## src/rtl/data_mem_access_unit_if.sv

```systemverilog
// Request/response and RAM-side signals of the MEM-stage load/store unit.
// The unit sits on the slave modport; the pipeline and the RAM macro together form the master side.
//
// Handshake: a request transfers on the rising edge where req_valid & req_ready are both 1.
// The request fields only need to be stable in that cycle. req_ready is 1 only while the unit is idle.
// resp_valid is a single-cycle pulse with no backpressure.
// resp_err and resp_rdata are meaningful only while resp_valid is 1, and are 0 otherwise.
interface data_mem_access_unit_if #(
  parameter int ADDR_W = 10
) ();
  logic              req_valid;
  logic              req_ready;
  logic              req_we;
  logic [1:0]        req_size;
  logic              req_signed;
  logic [31:0]       req_addr;
  logic [31:0]       req_wdata;
  logic              resp_valid;
  logic              resp_err;
  logic [31:0]       resp_rdata;
  logic [ADDR_W-1:0] ram_addr;
  logic [31:0]       ram_din;
  logic [31:0]       ram_dout;
  logic              ram_en;
  logic              ram_we;
  logic              ram_re;

  modport slave (
    input  req_valid, req_we, req_size, req_signed, req_addr, req_wdata, ram_dout,
    output req_ready, resp_valid, resp_err, resp_rdata, ram_addr, ram_din, ram_en, ram_we, ram_re
  );

  modport master (
    output req_valid, req_we, req_size, req_signed, req_addr, req_wdata, ram_dout,
    input  req_ready, resp_valid, resp_err, resp_rdata, ram_addr, ram_din, ram_en, ram_we, ram_re
  );
endinterface

```

## src/rtl/data_mem_access_unit.sv

```systemverilog
// Load/store front end between the MEM stage and a single-port read-first data RAM.
// Handles byte/halfword/word accesses, sub-word read-modify-write, load extension and error flagging.
module data_mem_access_unit #(
  parameter int ADDR_W   = 10,
  parameter int READ_LAT = 2
) (
  input  logic                  clk,
  input  logic                  reset,
  data_mem_access_unit_if.slave bus,
  output logic [2:0]            dbg_state
);

  typedef enum logic [2:0] {
    IDLE  = 3'd0,
    ISSUE = 3'd1,
    WAIT  = 3'd2,
    WRITE = 3'd3,
    RESP  = 3'd4
  } state_t;

  localparam logic [1:0] SZ_BYTE = 2'b00;
  localparam logic [1:0] SZ_HALF = 2'b01;
  localparam logic [1:0] SZ_WORD = 2'b10;
  localparam logic [1:0] SZ_ILL  = 2'b11;

  state_t state_q, state_d;
  logic [2:0] cnt_q, cnt_d;

  // Request fields captured at acceptance
  logic [1:0]  lane_q;
  logic [1:0]  size_q;
  logic        sgn_q;
  logic        we_q;
  logic [15:0] wdata_q;

  // Output registers and their next values
  logic              req_ready_q, req_ready_d;
  logic              resp_valid_q, resp_valid_d;
  logic              resp_err_q, resp_err_d;
  logic [31:0]       resp_rdata_q, resp_rdata_d;
  logic [ADDR_W-1:0] ram_addr_q, ram_addr_d;
  logic [31:0]       ram_din_q, ram_din_d;
  logic              ram_en_q, ram_en_d;
  logic              ram_we_q, ram_we_d;
  logic              ram_re_q;

  logic        accept;
  logic        req_err;
  logic [7:0]  lane_byte;
  logic [15:0] lane_half;
  logic [31:0] load_data;
  logic [31:0] merged;

  assign accept = bus.req_valid & req_ready_q;

  // Upper address bits beyond the RAM span must be zero
  assign req_err = (bus.req_size == SZ_ILL)
                 || ((bus.req_size == SZ_HALF) && bus.req_addr[0])
                 || ((bus.req_size == SZ_WORD) && (bus.req_addr[1:0] != 2'b00))
                 || ((bus.req_addr >> (ADDR_W + 2)) != 32'd0);

  assign lane_byte = bus.ram_dout[{lane_q, 3'b000} +: 8];
  assign lane_half = bus.ram_dout[{lane_q[1], 4'b0000} +: 16];

  always_comb begin
    load_data = bus.ram_dout;
    case (size_q)
      SZ_BYTE: load_data = sgn_q ? {{24{lane_byte[7]}}, lane_byte} : {24'd0, lane_byte};
      SZ_HALF: load_data = sgn_q ? {{16{lane_half[15]}}, lane_half} : {16'd0, lane_half};
      default: load_data = bus.ram_dout;
    endcase
  end

  always_comb begin
    merged = bus.ram_dout;
    if (size_q == SZ_BYTE) begin
      merged[{lane_q, 3'b000} +: 8] = wdata_q[7:0];
    end else begin
      merged[{lane_q[1], 4'b0000} +: 16] = wdata_q;
    end
  end

  always_comb begin
    state_d      = state_q;
    cnt_d        = cnt_q;
    req_ready_d  = 1'b0;
    resp_valid_d = 1'b0;
    resp_err_d   = 1'b0;
    resp_rdata_d = 32'd0;
    ram_en_d     = 1'b0;
    ram_we_d     = 1'b0;
    ram_addr_d   = ram_addr_q;
    ram_din_d    = ram_din_q;
    case (state_q)
      IDLE: begin
        if (accept) begin
          if (req_err) begin
            state_d      = RESP;
            resp_valid_d = 1'b1;
            resp_err_d   = 1'b1;
          end else begin
            state_d    = ISSUE;
            ram_en_d   = 1'b1;
            ram_addr_d = bus.req_addr[ADDR_W+1:2];
            if (bus.req_we && (bus.req_size == SZ_WORD)) begin
              ram_we_d  = 1'b1;
              ram_din_d = bus.req_wdata;
            end
          end
        end else begin
          req_ready_d = 1'b1;
        end
      end
      ISSUE: begin
        if (we_q && (size_q == SZ_WORD)) begin
          state_d      = RESP;
          resp_valid_d = 1'b1;
        end else begin
          state_d = WAIT;
          cnt_d   = 3'(READ_LAT);
        end
      end
      WAIT: begin
        // Last wait cycle: ram_dout holds the word read in ISSUE
        if (cnt_q == 3'd1) begin
          if (we_q) begin
            state_d   = WRITE;
            ram_en_d  = 1'b1;
            ram_we_d  = 1'b1;
            ram_din_d = merged;
          end else begin
            state_d      = RESP;
            resp_valid_d = 1'b1;
            resp_rdata_d = load_data;
          end
        end else begin
          cnt_d = cnt_q - 3'd1;
        end
      end
      WRITE: begin
        state_d      = RESP;
        resp_valid_d = 1'b1;
      end
      RESP: begin
        state_d     = IDLE;
        req_ready_d = 1'b1;
      end
      default: state_d = IDLE;
    endcase
  end

  always_ff @(posedge clk or negedge reset) begin
    if (!reset) begin
      state_q      <= IDLE;
      cnt_q        <= 3'd0;
      req_ready_q  <= 1'b0;
      resp_valid_q <= 1'b0;
      resp_err_q   <= 1'b0;
      resp_rdata_q <= 32'd0;
      ram_addr_q   <= '0;
      ram_din_q    <= 32'd0;
      ram_en_q     <= 1'b0;
      ram_we_q     <= 1'b0;
      ram_re_q     <= 1'b0;
    end else begin
      state_q      <= state_d;
      cnt_q        <= cnt_d;
      req_ready_q  <= req_ready_d;
      resp_valid_q <= resp_valid_d;
      resp_err_q   <= resp_err_d;
      resp_rdata_q <= resp_rdata_d;
      ram_addr_q   <= ram_addr_d;
      ram_din_q    <= ram_din_d;
      ram_en_q     <= ram_en_d;
      ram_we_q     <= ram_we_d;
      ram_re_q     <= 1'b1;
    end
  end

  always_ff @(posedge clk or negedge reset) begin
    if (!reset) begin
      lane_q  <= 2'b00;
      size_q  <= 2'b00;
      sgn_q   <= 1'b0;
      we_q    <= 1'b0;
      wdata_q <= 16'd0;
    end else if (accept) begin
      lane_q  <= bus.req_addr[1:0];
      size_q  <= bus.req_size;
      sgn_q   <= bus.req_signed;
      we_q    <= bus.req_we;
      wdata_q <= bus.req_wdata[15:0];
    end
  end

  assign bus.req_ready  = req_ready_q;
  assign bus.resp_valid = resp_valid_q;
  assign bus.resp_err   = resp_err_q;
  assign bus.resp_rdata = resp_rdata_q;
  assign bus.ram_addr   = ram_addr_q;
  assign bus.ram_din    = ram_din_q;
  assign bus.ram_en     = ram_en_q;
  assign bus.ram_we     = ram_we_q;
  assign bus.ram_re     = ram_re_q;
  assign dbg_state      = state_q;

endmodule

```

## src/flat_wrapper.sv

```systemverilog
// flat-port wrapper written by rule: the top's interface ports become plain ports
module data_mem_access_unit_flat 
#(
  parameter int ADDR_W   = 10,
  parameter int READ_LAT = 2
)
  (clk, reset, dbg_state, bus_req_valid, bus_req_we, bus_req_size, bus_req_signed, bus_req_addr, bus_req_wdata, bus_ram_dout, bus_req_ready, bus_resp_valid, bus_resp_err, bus_resp_rdata, bus_ram_addr, bus_ram_din, bus_ram_en, bus_ram_we, bus_ram_re);
  data_mem_access_unit_if #(.ADDR_W(ADDR_W)) bus_i ();
  input  logic clk;
  input  logic reset;
  output logic [2:0] dbg_state;
  input wire logic [$bits(bus_i.req_valid)-1:0] bus_req_valid;
  input wire logic [$bits(bus_i.req_we)-1:0] bus_req_we;
  input wire logic [$bits(bus_i.req_size)-1:0] bus_req_size;
  input wire logic [$bits(bus_i.req_signed)-1:0] bus_req_signed;
  input wire logic [$bits(bus_i.req_addr)-1:0] bus_req_addr;
  input wire logic [$bits(bus_i.req_wdata)-1:0] bus_req_wdata;
  input wire logic [$bits(bus_i.ram_dout)-1:0] bus_ram_dout;
  output wire logic [$bits(bus_i.req_ready)-1:0] bus_req_ready;
  output wire logic [$bits(bus_i.resp_valid)-1:0] bus_resp_valid;
  output wire logic [$bits(bus_i.resp_err)-1:0] bus_resp_err;
  output wire logic [$bits(bus_i.resp_rdata)-1:0] bus_resp_rdata;
  output wire logic [$bits(bus_i.ram_addr)-1:0] bus_ram_addr;
  output wire logic [$bits(bus_i.ram_din)-1:0] bus_ram_din;
  output wire logic [$bits(bus_i.ram_en)-1:0] bus_ram_en;
  output wire logic [$bits(bus_i.ram_we)-1:0] bus_ram_we;
  output wire logic [$bits(bus_i.ram_re)-1:0] bus_ram_re;
  assign bus_i.req_valid = bus_req_valid;
  assign bus_i.req_we = bus_req_we;
  assign bus_i.req_size = bus_req_size;
  assign bus_i.req_signed = bus_req_signed;
  assign bus_i.req_addr = bus_req_addr;
  assign bus_i.req_wdata = bus_req_wdata;
  assign bus_i.ram_dout = bus_ram_dout;
  assign bus_req_ready = bus_i.req_ready;
  assign bus_resp_valid = bus_i.resp_valid;
  assign bus_resp_err = bus_i.resp_err;
  assign bus_resp_rdata = bus_i.resp_rdata;
  assign bus_ram_addr = bus_i.ram_addr;
  assign bus_ram_din = bus_i.ram_din;
  assign bus_ram_en = bus_i.ram_en;
  assign bus_ram_we = bus_i.ram_we;
  assign bus_ram_re = bus_i.ram_re;
  data_mem_access_unit #(.ADDR_W(ADDR_W), .READ_LAT(READ_LAT)) u_core (.clk(clk), .reset(reset), .bus(bus_i), .dbg_state(dbg_state));
endmodule
```

## config.mk

```make
export PLATFORM = sky130hd
export DESIGN_NAME = data_mem_access_unit_flat
export DESIGN_NICKNAME = d
export VERILOG_FILES = /design/src/rtl/data_mem_access_unit_if.sv /design/src/rtl/data_mem_access_unit.sv /design/src/flat_wrapper.sv
export SDC_FILE = /design/constraint.sdc
export NUM_CORES = 1
export LEC_CHECK = 0
export CAP_MARGIN = 15
export CORE_MARGIN = 1
export CORE_UTILIZATION = 30
export DETAILED_ROUTE_END_ITERATION = 12
export PLACE_DENSITY = 0.59
export SETUP_SLACK_MARGIN = 0.3
export SLEW_MARGIN = 20
export SYNTH_ARGS = -nofsm -noshare
export SYNTH_HDL_FRONTEND = slang
export SYNTH_SLANG_ARGS = --single-unit
```

## constraint.sdc

```tcl
create_clock -name clk -period 6.4 [get_ports clk]
set_clock_uncertainty 0.2 [all_clocks]
set_input_delay 1.28 -clock clk [delete_from_list [all_inputs] [get_ports clk]]
set_output_delay 1.28 -clock clk [all_outputs]
set_load 0.05 [all_outputs]
```

==> After elaboration in Yosys (flattened, before gate mapping) <==
Index checks and enable logic that the tools add are counted.
{ "totals": {"reg_bits": 108, "in_bits": 103, "out_inout_bits": 83, "word_cells": 103} }
{ "op_classes": {"n_addsub": 3, "eq_ne": 17, "n_shift": 6, "mux": 42, "bitwise_logic": 2, "n_reduce_logical": 17} }
{ "op_table": {"columns": ["cell", "n"], "rows": [
  ["2-to-1 mux 32 bit", 11],
  ["one-hot mux 32 bit (2 select lines)", 2],
  ["bitwise mux 32 bit", 2],
  ["nonzero test 32 bit", 1],
  ["variable shift 16 x 7 -> 32 bit, first input constant", 1],
  ["variable shift 8 x 7 -> 32 bit, first input constant", 1],
  ["indexed part select 16 x 7 -> 32 bit", 1],
  ["indexed part select 32 x 6 -> 16 bit", 1],
  ["indexed part select 32 x 6 -> 8 bit", 1],
  ["indexed part select 8 x 7 -> 32 bit", 1],
  ["2-to-1 mux 3 bit", 7],
  ["2-to-1 mux 1 bit", 14],
  ["negator 5 -> 7 bit", 2],
  ["one-hot mux 3 bit (4 select lines)", 1],
  ["inequality test 2 x 1 -> 1 bit, second input constant", 4],
  ["equality test 2 bit, second input constant", 3],
  ["equality test 3 x 1 -> 1 bit, second input constant", 2],
  ["equality test 3 x 2 -> 1 bit, second input constant", 2],
  ["inequality test 2 bit, second input constant", 3],
  ["one-hot mux 1 bit (2 select lines)", 3],
  ["one-hot mux 3 bit (2 select lines)", 1],
  ["AND reduction 3 bit", 2],
  ["AND reduction 6 bit", 1],
  ["nonzero test 2 bit", 3],
  ["11 further kinds", 17]
]} }

==> Logic depth before layout (Yosys ltp) <==
{ "logic_depth": {"word_depth": 8, "mapped_depth": 10, "depth_no_buf": 7} }

==> Worst setup path before layout <==
No wires, ideal clock.
{ "synth_path": {"path_type": "in2reg", "startpoint": "input bus_req_addr[25]", "endpoint": "register u_core.ram_addr_q[0] (netlist: u_core.bus.ram_addr[0])", "setup_ps": 128, "arrival_ps": 2631, "required_ps": 6072, "slack_ps": 3441, "path_stages": 6, "path_buffers": 1, "cell_sequence": "nor4_2 nand3_2 nor3_4 and3_1 buf_4 mux2_1"} }
{ "synth_via": {"elab_chain_len": 4} }
{ "synth_rtl": {"columns": ["element", "line", "rtl"], "rows": [
  ["from (decl)", "flat_wrapper.sv:16", "input wire logic [$bits(bus_i.req_addr)-1:0] bus_req_addr;"],
  ["nonzero test 32 bit", "data_mem_access_unit.sv:60", "|| ((bus.req_addr >> (ADDR_W + 2)) != 32'd0);"],
  ["logical OR 1 bit", "data_mem_access_unit.sv:60", null],
  ["inverter 1 bit (no line)", null, null],
  ["AND reduction 3 bit (no line)", null, null],
  ["to (signal assigned)", "data_mem_access_unit.sv:172", "ram_addr_q <= ram_addr_d;"],
  ["to (decl)", "data_mem_access_unit.sv:41", "logic [ADDR_W-1:0] ram_addr_q, ram_addr_d;"]
]} }
No other way between the ends.
A chain may end at the register's enable or synchronous reset.

==> Worst setup path after layout <==
{ "layout_path": {"startpoint": "input bus_req_valid", "endpoint": "register u_core.ram_din_q[29] (netlist: u_core.bus.ram_din[29])"} }
{ "layout_via": {"elab_chain_len": 3} }
{ "layout_rtl": {"columns": ["element", "line", "rtl"], "rows": [
  ["from (decl)", "flat_wrapper.sv:12", "input wire logic [$bits(bus_i.req_valid)-1:0] bus_req_valid;"],
  ["AND 1 bit", "data_mem_access_unit.sv:54", "assign accept = bus.req_valid & req_ready_q;"],
  ["inequality test 2 x 1 -> 1 bit (no line)", null, null],
  ["AND reduction 6 bit (no line)", null, null],
  ["to (signal assigned)", "data_mem_access_unit.sv:173", "ram_din_q <= ram_din_d;"],
  ["to (decl)", "data_mem_access_unit.sv:42", "logic [31:0] ram_din_q, ram_din_d;"]
]} }
No other way between the ends.

==> impl_metrics.toml <==
[status]
status = "completed"

[sta]
finalSetupTns_ns = 0
fin_crit_ns = 3.71
final_max_slew_viol_count = 0
hold_viol_final = 0
rsz0062_at_grt = "false"
worst_slew_pin_slew_ns = 0.937
relSlewSlack_pct = 36.6
fin_ws_ns = 2.69
setup_viol_count_final = 0
post-route-period-util_pct = 58.0
fmax_mhz = 270

[setup_path]
critical_path_buf_inv_count = 3
r2r_slack_ns = 3.15
crit_path_start = "bus_req_valid"
critical_path_required_ns = 6.41
path_cells = "clkdlybuf4s50_1 > nand2_1 > buf_4 > or3_1 > a21oi_2 > buf_4 > and2_2 > a21oi_1"
r2r-start = "u_core.lane_q[1]$_DFFE_PN0P_"
ff2ff_path_depth = 7
crit_type = "in -> reg"
cp.depth = 8
cp.arrival_ns = 3.72
cp-start-kind = "input port"
path_delay_family = "simple AND/OR/NAND/NOR gates"
crit_slowest_cell = "and2_2"
cp-end-kind = "register"
crit_top_cell = "buf_4"
cp_slowest_stage_delay_ns = 0.63
cp_max_fo = 33
regToRegEndpoint = "u_core.bus.ram_din[31]$_DFFE_PN0P_"
endpoint = "u_core.bus.ram_din[29]$_DFFE_PN0P_"

[synth]
ys_seq_area_share_pct = 47.5
yosysUniqueCellTypes = 48
yosysWarnings = 0
synth_edf_count = 0
syn_nets = 664
async_reset_ff_share_pct = 100
synthCells = 554
syn_avg_cell_area_um2 = 10.3
netlist_area_um2 = 5690
ys.flop_type = "dfrtp_1"
synth_seq_cells = 108

[drt]
detail_route.wl_per_cell_um = 19.8
drtIter0Drc = 466
first_pass_iters = 5
remaining_drc_errors = 0
wl_mm = 18.8
vias = 5202
vias_per_cell = 5.49
final_antenna_net_count = 0

[grt]
grt_pass1_wl_mm = 29.2
grt_max_degree = 67
overflow = 0
first_global_vias = 5088
antenna_found_initial = 0
track_usage_pct = 19.6

[cells_and_area]
drive_gt1_share_pct = 9.89
stdcell_count = 947
layout_common_cells = "clkdlybuf4s50_1 (184), dfrtp_1 (107), a21oi_1 (106), a221oi_1 (40), inv_1 (35)"
syn2layout_area_growth_pct = 41.0
final_common_cell = "clkdlybuf4s50_1"
fin_nets = 823
n_antenna_cell = 0

[floorplan]
die_h_um = 140
num_io_pins = 186
row_count = 49
die_area_um2 = 19500
die_w_um = 140
core_area_um2 = 18300
start_util_pct = 31.1

[run]
drv_cap = 0

[clock_tree]
post_cts_buffers = 0
cts_tree = "yes"
cts_buffers = 9
root_buffer = "clkbuf_16"
cts_sinks = 108
cts_buffer_depth = 2
cts_htree_levels = 3
cts_resized = 0
ctsHoldBuffers = 0
clock_latency_ns = 0.36
cts.clk_slew.worst_paths_ns = 0.07

[min_path]
hold_path.class = "reg -> reg"

[pwr]
leakagePower_uw = 0.00343
p_switching_uw = 498
p_clk_share_pct = 35.5
cell_internal_pwr_uw = 1220
pwr-share-seq_pct = 43.6
combinationalPowerShare_pct = 20.9
netSwitchingFraction_pct = 28.9
powerDensity_nw_per_um2 = 215
ir_drop_uv = 115

[placed_design]
dp.cells = 931
place_congestion = 0.879
place_ws_ns = 1.95
port_buffers = 185
dp_hpwl_mm = 14.0
==> sequential cells by signal, indices dropped and copies added (netlist names), 2 cells and up <==
register               cells
u_core.bus.resp_rdata     32
u_core.size_q              2
u_core.wdata_q            16
u_core.cnt_q               3
u_core.lane_q              2
u_core.bus.ram_din        32
u_core.dbg_state           3
u_core.bus.ram_addr       10
==> cell usage after synthesis (all sizes together), types with 2 or more instances <==
library cell	number	area share, %
a21oi	117	11
dfrtp	108	48
a221oi	40	6.2
inv	35	2.3
mux2i	33	5.8
a211oi	32	4.2
mux2	32	6.3
nand2	26	1.7
clkbuf	23	1.5
buf	21	2.2
nor2	21	1.4
o21ai	13	1.1
a222oi	7	1.2
ha	7	1.5
nor4	5	0.88
nand2b	3	0.33
nand3	3	0.35
nor3	3	0.46
nor4bb	3	0.53
nand3b	2	0.26
nand4b	2	0.31
o221ai	2	0.31
or2	2	0.22
==> how the worst min path moves through the flow <==
stage | from | to | slack (ns) | depth (start not counted)
final | u_core.bus.ram_addr[0]$_DFFE_PN0P_ | u_core.bus.ram_addr[0]$_DFFE_PN0P_ | 0.29 | 1
after global routing | u_core.bus.ram_addr[7]$_DFFE_PN0P_ | u_core.bus.ram_addr[7]$_DFFE_PN0P_ | 0.32 | 1
after CTS | u_core.bus.ram_addr[6]$_DFFE_PN0P_ | u_core.bus.ram_addr[6]$_DFFE_PN0P_ | 0.29 | 1
after detailed placement | u_core.bus.ram_addr[6]$_DFFE_PN0P_ | u_core.bus.ram_addr[6]$_DFFE_PN0P_ | 0.28 | 1
after global placement | u_core.bus.ram_addr[9]$_DFFE_PN0P_ | u_core.bus.ram_addr[9]$_DFFE_PN0P_ | 0.27 | 1
after floorplan | u_core.cnt_q[1]$_DFFE_PN0P_ | u_core.cnt_q[1]$_DFFE_PN0P_ | 0.28 | 2
==> per-stage QoR <==
step / hold slack, ns / power [µW] / cell area (µm²) / util [%]
after floorplan: 0.282 / 962 / 5690 / -
after global placement: 0.267 / 1110 / 7670 / 42.0
after detailed placement: 0.278 / 1120 / 7680 / 42.1
after CTS: 0.294 / 1730 / 8010 / 43.8
after global routing: 0.317 / 1800 / 8020 / 43.9
final: 0.289 / 1720 / 8020 / 43.9
==> power by group through the flow <==
stage | Sequential (µW) | Combinational, µW | Clock, µW
floorplan | 755 | 207 | 0
global placement | 761 | 345 | 0
detailed placement | 762 | 356 | 0
CTS | 748 | 357 | 629
global route | 753 | 390 | 655
finish | 750 | 360 | 612
==> metal layers <==
| layer | up-vias | routed length (µm) | part of all wire [%] | track usage [%] |
|---|---|---|---|---|
| met5 | - | 0 | 0 | 0 |
| met4 | 0 | 463 | 2.5 | 7.63 |
| met3 | 29 | 1240 | 6.6 | 3.75 |
| met2 | 260 | 8380 | 45 | 29.1 |
| met1 | 2520 | 8710 | 46 | 28.0 |
| li1 | 2393 | - | - | - |
==> logic make-up (layout without fill, tap and decap cells) <==
group	after synthesis	after routing	share of synthesized area, %
AOI/OAI and AO/OA	218	218	25.2
and+or+nand+nor	75	75	7.10
buffers and inverters	79	243	6.05
DFF	108	108	47.5
muxes	66	66	12.5
adders and majority gates	7	7	1.54
other	1	1	0.0659
==> layout make-up <==
cell class,count,area (µm²)
fill,1715,10200
clock inverter,5,82.6
inverter,35,131
tap,229,287
sequential,108,2700
multi-input combinational,367,2670
timing repair buffer,192,1900
clock buffer,11,243
(Power assumes the default switching activity.)
